File: src/rtl/rd_control.sv
// ---------------------------------------------------------------------------
// rd_control
//   Read-side sequencer for a width_height-lane memory array feeding a
//   systolic array. A single accepted `active` pulse starts a run. rd_en
//   ramps up as a diagonal wavefront (FILL) and then back down (DRAIN), so
//   lane i trails lane 0 by i cycles. Each lane's address starts at
//   base_addr and steps by one on every cycle that lane is enabled.
//
// Ports
//   clk        in   1                rising-edge clock
//   reset      in   1                asynchronous reset, active low
//   active     in   1                start request, honoured only in IDLE
//   base_addr  in   8                first address read by every lane
//   rd_en      out  width_height     per-lane read enable, bit i = lane i
//   rd_addr    out  8*width_height   packed lane addresses, lane i = [8i+7:8i]
//   busy       out  1                high during FILL and DRAIN
//   done       out  1                one-cycle pulse at the end of a run
// ---------------------------------------------------------------------------

// Per-lane address counter. A clear has priority over a load, and a load
// has priority over an increment.
module rd_lane (
    input  logic       clk,
    input  logic       reset,
    input  logic       i_load,
    input  logic       i_clear,
    input  logic       i_en,
    input  logic [7:0] i_base,
    output logic [7:0] o_addr
);
    logic [7:0] r_addr;

    always_ff @(posedge clk or negedge reset) begin
        if (!reset)
            r_addr <= 8'd0;
        else if (i_clear)
            r_addr <= 8'd0;
        else if (i_load)
            r_addr <= i_base;
        else if (i_en)
            r_addr <= r_addr + 8'd1;   // wraps modulo 256
    end

    assign o_addr = r_addr;
endmodule

module rd_control #(
    parameter  int width_height = 16,
    localparam int data_width   = 8 * width_height
) (
    input  logic                    clk,
    input  logic                    reset,
    input  logic                    active,
    input  logic [7:0]              base_addr,
    output logic [width_height-1:0] rd_en,
    output logic [data_width-1:0]   rd_addr,
    output logic                    busy,
    output logic                    done
);
    typedef enum logic [1:0] {IDLE, FILL, DRAIN} state_t;

    state_t                  r_state;
    logic [width_height-1:0] r_en;
    logic                    r_busy;
    logic                    r_done;

    logic [width_height-1:0] w_one;
    logic [width_height-1:0] w_fill_nxt;
    logic [width_height-1:0] w_drain_nxt;
    logic                    w_load;
    logic                    w_clear;

    assign w_one       = width_height'(1);
    assign w_fill_nxt  = (r_en << 1) | w_one;
    assign w_drain_nxt = r_en << 1;
    assign w_load      = (r_state == IDLE) && active;
    // The edge that empties rd_en also returns every lane address to zero.
    assign w_clear     = (r_state == DRAIN) && (w_drain_nxt == '0);

    always_ff @(posedge clk or negedge reset) begin
        if (!reset) begin
            r_state <= IDLE;
            r_en    <= '0;
            r_busy  <= 1'b0;
            r_done  <= 1'b0;
        end else begin
            r_done <= 1'b0;
            case (r_state)
                IDLE: begin
                    if (active) begin
                        r_en    <= w_one;
                        r_busy  <= 1'b1;
                        // A single-lane array is already full after the load.
                        r_state <= (w_one == '1) ? DRAIN : FILL;
                    end
                end
                FILL: begin
                    r_en <= w_fill_nxt;
                    if (w_fill_nxt == '1)
                        r_state <= DRAIN;
                end
                DRAIN: begin
                    r_en <= w_drain_nxt;
                    if (w_drain_nxt == '0) begin
                        r_state <= IDLE;
                        r_busy  <= 1'b0;
                        r_done  <= 1'b1;
                    end
                end
                default: begin
                    r_state <= IDLE;
                    r_en    <= '0;
                    r_busy  <= 1'b0;
                end
            endcase
        end
    end

    for (genvar g = 0; g < width_height; g++) begin : g_lane
        rd_lane u_lane (
            .clk     (clk),
            .reset   (reset),
            .i_load  (w_load),
            .i_clear (w_clear),
            .i_en    (r_en[g]),
            .i_base  (base_addr),
            .o_addr  (rd_addr[8*g +: 8])
        );
    end

    assign rd_en = r_en;
    assign busy  = r_busy;
    assign done  = r_done;
endmodule

File: config.mk
export PLATFORM = sky130hd
export DESIGN_NAME = rd_control
export DESIGN_NICKNAME = d
export VERILOG_FILES = /design/src/rtl/rd_control.sv
export SDC_FILE = /design/constraint.sdc
export NUM_CORES = 1
export LEC_CHECK = 0
export ABC_CLOCK_PERIOD_IN_PS = 1850
export CORE_MARGIN = 3
export CORE_UTILIZATION = 47
export DETAILED_ROUTE_END_ITERATION = 16
export MAX_ROUTING_LAYER = met4
export PLACE_DENSITY = 0.77
export SLEW_MARGIN = 20
export SYNTH_ARGS = -nofsm -noshare
export SYNTH_HDL_FRONTEND = slang
export SYNTH_SLANG_ARGS = --single-unit
File: constraint.sdc
create_clock -name clk -period 1.85 [get_ports clk]
set_input_delay 0.2775 -clock clk [delete_from_list [all_inputs] [get_ports clk]]
set_output_delay 0.2775 -clock clk [all_outputs]
set_load 0.05 [all_outputs]
Yosys cells after proc, flatten, opt, wreduce, memory -nomap -nowiden
Index checks and enable logic that the tools add are counted.

Bits of input ports: 11. Flip-flop bits (word level): 148. Output and inout port bits: 146. Word-level logic and storage cells: 124.

Add/subtract/negate cells: 16. Reduce and logical (&&, ||, !) cells: 22. Bitwise logic cells: 1. Multiplexer cells: 59. Equality and inequality tests: 6.

Operator list (count): $mux W8 (48); $add A8 B1 Y8 const B (16); $pmux W16 S3 (1); $reduce_bool A3 Y1 (16); $logic_not A16 Y1 (1); $mux W16 (1); $eq A15 B15 Y1 const B (1); $mux W2 (3); $pmux W2 S3 (1); $reduce_and A3 Y1 (2); $mux W1 (4); $ne A2 B2 Y1 const B (2); $pmux W1 S3 (1); $eq A2 B1 Y1 const B (1); $eq A2 B2 Y1 const B (1); $logic_and A1 B1 Y1 (2); $logic_not A2 Y1 (1); $ne A2 B1 Y1 const B (1); $not A1 Y1 (1).

Longest topological paths before layout
Depth after elaboration: 4. Depth in mapped cells: 8. Gate-level depth less buffers: 5.

Modules after synthesis
Synthesis repeated with hierarchy kept, for this count alone.

Cell total of the unflattened synthesis: 861. Area, all modules: 8020.2 sq um.

By module, submodules not included: rd_lane (seq. area each 200.2 sq um, cells an instance 47, instances 16, area an instance 436.7 sq um); rd_control (seq. area each 500.5 sq um, cells an instance 109, instances 1, area an instance 1033.5 sq um).

Worst setup path after synthesis
OpenSTA, ideal clock, no wires.

Kind: register to register. Start point: register r_en[2], in the netlist rd_en[2]. End point: register g_lane[5].u_lane.r_addr[4]. Data required time: 1.719 ns. Slack: -0.026 ns. Setup time: 0.131 ns. Clock period less this slack: 1.876 ns. Path buffers: 2. Stages on the path, launching flop included: 7. Arrival: 1.745 ns. Cell sequence: dfrtp_1 -> buf_6 -> nor4_4 -> nand4_4 -> o22ai_4 -> buf_12 -> nor4_2.

Longest elaborated chain between the ends: 3. Elaborated cells between the ends (all ways): 4. Those cells by class: mux: 1; reduce/logical: 3.

Ends and longest elaborated chain: from (decl) (line 63) `logic [width_height-1:0] r_en;`; from (signal assigned) (line 91) `r_en <= w_one;`; from (signal assigned) (line 98) `r_en <= w_fill_nxt;`; from (signal assigned) (line 103) `r_en <= w_drain_nxt;`; $logic_not A16 Y1 * (line 78) `assign w_clear = (r_state == DRAIN) && (w_drain_nxt == '0);`; $logic_and A1 B1 Y1 * (line 78); $reduce_bool A3 Y1 (no line) / $mux W8 (equally long branches); to (signal assigned) (line 39) `r_addr <= i_base;`; to (signal assigned) (line 41) `r_addr <= r_addr + 8'd1;`; to (decl) (line 31) `logic [7:0] r_addr;`.

Mark *: on every way between the ends. The rest lies on a longest branch, timed or not. A chain may end at the register's enable or synchronous reset.

Worst setup path after layout
Start point: register r_en[14], in the netlist rd_en[14]. End point: register g_lane[5].u_lane.r_addr[7].

The elaborated chain is that of the path after synthesis.

==> flow_summary.ini <==
[yosys]
yosysWarnings = 0
synth_seq_area_share_pct = 46.86
yosysTopAreaCellShare_pct = 46.86
yosysTopAreaCell = dfrtp_1
synth_cell_types = 41
netlist_area_um2 = 7904
synth_nets = 778
yosys_most_used_dff = dfrtp_1
postSynthCellCount = 751
avgSynthCellArea_um2 = 10.52
synth_edf_count = 0
synth_area_leaders = dfrtp_1, a21oi_1, xnor2_1
synth-seq-cells = 148
synthArstFlopShare_pct = 100.0

[layout]
nNetsFinal = 941
antenna_cells = 0
drive_gt1_share_pct = 24.70
area_growth_pct = 32.25

[drt]
initialDrtViolationCount = 444
wl_per_cell_um = 19.33
route.detailed.drc = 0
dr.pass1.iters = 5
vias = 6602
antenna_left = 0
via_per_inst = 5.776
wirelength_mm = 22.09

[hold_path]
hold_path.class = in -> async

[setup_path]
critical_path.top_delay_family = simple AND/OR/NAND/NOR gates
crit_fanout = 9
worst_path_largest_cell_delay_ns = 0.41
startpoint_type = flip-flop
critPathArrivalTime_ns = 2.03
slowest_stage = dfrtp_1
path_class = reg -> reg
crit_chain = nor4_4 > nand4_4 > buf_12 > o22ai_4 > buf_12 > a21oi_1
cp_num_buf_inv = 2
cp.required_ns = 2.15
end_kind = flip-flop
cp_common_cell = buf_12

[timing]
period_share_pct = 93.35
slew-limit-headroom_pct = 40.11
fin_crit_ns = 1.727
fin_skew_ns = 0.008788
setup_violations = 0
fmax_ghz = 0.5791
tightest_slew_ns = 0.8935
finalSetupTns_ns = 0
final_hold_viol_count = 0
fin_ws_ns = 0.1231
rsz0062_at_grt = no
finalMaxSlewViolations = 0

[placement]
hpwl_mm = 15.31
preCtsSetupSlack_ns = -0.2413
gp_congestion = 0.8682
io_buffers = 156

[global_route]
grt_pass1_wl_mm = 35.14
overflow = 0
grt_max_degree = 53
antenna_found_initial = 0
grt_pass1_vias = 6642
grt_usage_pct = 25.16

[clock_tree]
post_cts.repair.setup_buffers = 0
numCtsBuffers = 17
cts.sinks = 148
cts_tree = built
root_buffer = clkbuf_16
htree_levels = 4
clkTransAtPathRegs_ns = 0.06
clock_path_buffers = 2
clkLatencyLatePin_ns = 0.43

[floorplanning]
boundaryPins = 157
die_h_um = 135.7
die_x_um = 135.7
core_um2 = 16170
num_rows = 46
die_area_um2 = 18410
start_util_pct = 48.87

[run_status]
status = complete, no violations

[run]
cap_violations = 0
-- metal layers --
layer	global-route usage [%]	wire length, µm	up-vias
li1	-	-	3025
met3	5.163	1408	39
met4	8.791	409	0
met5	-	0	-
met1	32.40	9407	3300
met2	39.82	10870	238
-- worst paths after layout --
path | slack, ns | start | cells past startpoint | end
max | 0.12 | rd_en[14] | 6 | g_lane[5].u_lane.o_addr[7]
min reg2reg | 0.55 | busy | 1 | busy
min | 0.38 | reset | 2 | g_lane[1].u_lane.o_addr[3]
min in group clk | 0.55 | busy | 1 | busy
max in group asynchronous | 0.83 | reset | 3 | g_lane[7].u_lane.o_addr[5]
max reg2reg | 0.12 | rd_en[14] | 6 | g_lane[5].u_lane.o_addr[7]
-- layout by cell type, fill, tap and decap left out, types with 27 or more instances in the layout --
cell	Yosys	routed
a21oi_1	115	115
buf_12	2	36
buf_4	23	110
dfrtp_1	148	148
dlygate4sd2_1	0	51
nand2_1	58	58
nand3_1	40	40
nand4_1	27	27
nor2_1	29	29
xnor2_1	50	50
xor2_1	45	44
-- registers in the layout, indices dropped and copies added (netlist names) --
register and flops:
r_state 2, g_lane.u_lane.o_addr 128, rd_en 16, busy 1
done 1
-- worst reg2reg max path, stage by stage, from the launching register on --
cell and delay (ns):
dfrtp_1 0.41, nor4_4 0.37, nand4_4 0.15, buf_12 0.18, o22ai_4 0.27, buf_12 0.18, a21oi_1 0.06
-- stage by stage --
step / hold WS (ns) / utilization [%] / cell area, µm² / instances
6_report: 0.3780 / 64.63 / 10450 / 1143
5_1_grt: 0.4265 / 64.63 / 10450 / 1143
4_1_cts: 0.3847 / 64.56 / 10440 / 1143
3_5_place_dp: 0.2590 / 60.82 / 9837 / 1110
3_3_place_gp: 0.2600 / 60.82 / 9837 / 1110
2_1_floorplan: -0.01809 / - / 7904 / 751
-- timing repair --
action | in CTS | in global routing
endpoints found under the hold margin | 49 | 0
gates resized for setup | 51 | 3
hold buffers | 1 | 0
setup endpoints to repair | 51 | 14
-- kinds of logic after synthesis --
| logic type | count (synthesis) | share of synthesized area [%] |
|---|---|---|
| and+or+nand+nor | 252 | 18.41 |
| AOI/OAI and AO/OA | 154 | 12.76 |
| DFF | 148 | 46.86 |
| xor gates and xnor gates | 95 | 10.53 |
| buffers and inverters | 69 | 6.744 |
| muxes | 17 | 2.169 |
| adders and majority gates | 16 | 2.533 |
-- synth_stat cells, types with 2 or more instances --
| master | instances |
|---|---|
| nand2b_1 | 6 |
| clkbuf_1 | 12 |
| buf_6 | 9 |
| nor3_1 | 21 |
| nor4_2 | 12 |
| buf_12 | 2 |
| xor2_1 | 45 |
| and4_1 | 7 |
| mux2i_1 | 16 |
| a22o_2 | 2 |
| buf_4 | 23 |
| nor4_1 | 25 |
| or2b_2 | 2 |
| nand2_1 | 58 |
| a21oi_1 | 115 |
| xnor2_1 | 50 |
| nand3_1 | 40 |
| clkbuf_8 | 7 |
| nor3b_1 | 4 |
| nand4_1 | 27 |
| a22o_1 | 13 |
| nor2_1 | 29 |
| and3_1 | 11 |
| buf_2 | 10 |
| ha_1 | 16 |
| dfrtp_1 | 148 |
| a21oi_2 | 14 |
| nor4_4 | 3 |
| inv_1 | 4 |
| o22ai_4 | 8 |
| and3_2 | 2 |
-- layout make-up --
type | instances | area (µm²)
sequential | 148 | 3704
fill | 1282 | 5720
timing repair buffer | 209 | 2117
inverter | 4 | 15.01
multi-input combinational | 534 | 3689
clock buffer | 20 | 456.7
tap | 216 | 270.3
clock inverter | 12 | 201.4
Power of run 1 is left out: the tool's default activity adds up to more than one toggle a clock period on the data nets, which glitch-free logic cannot reach.
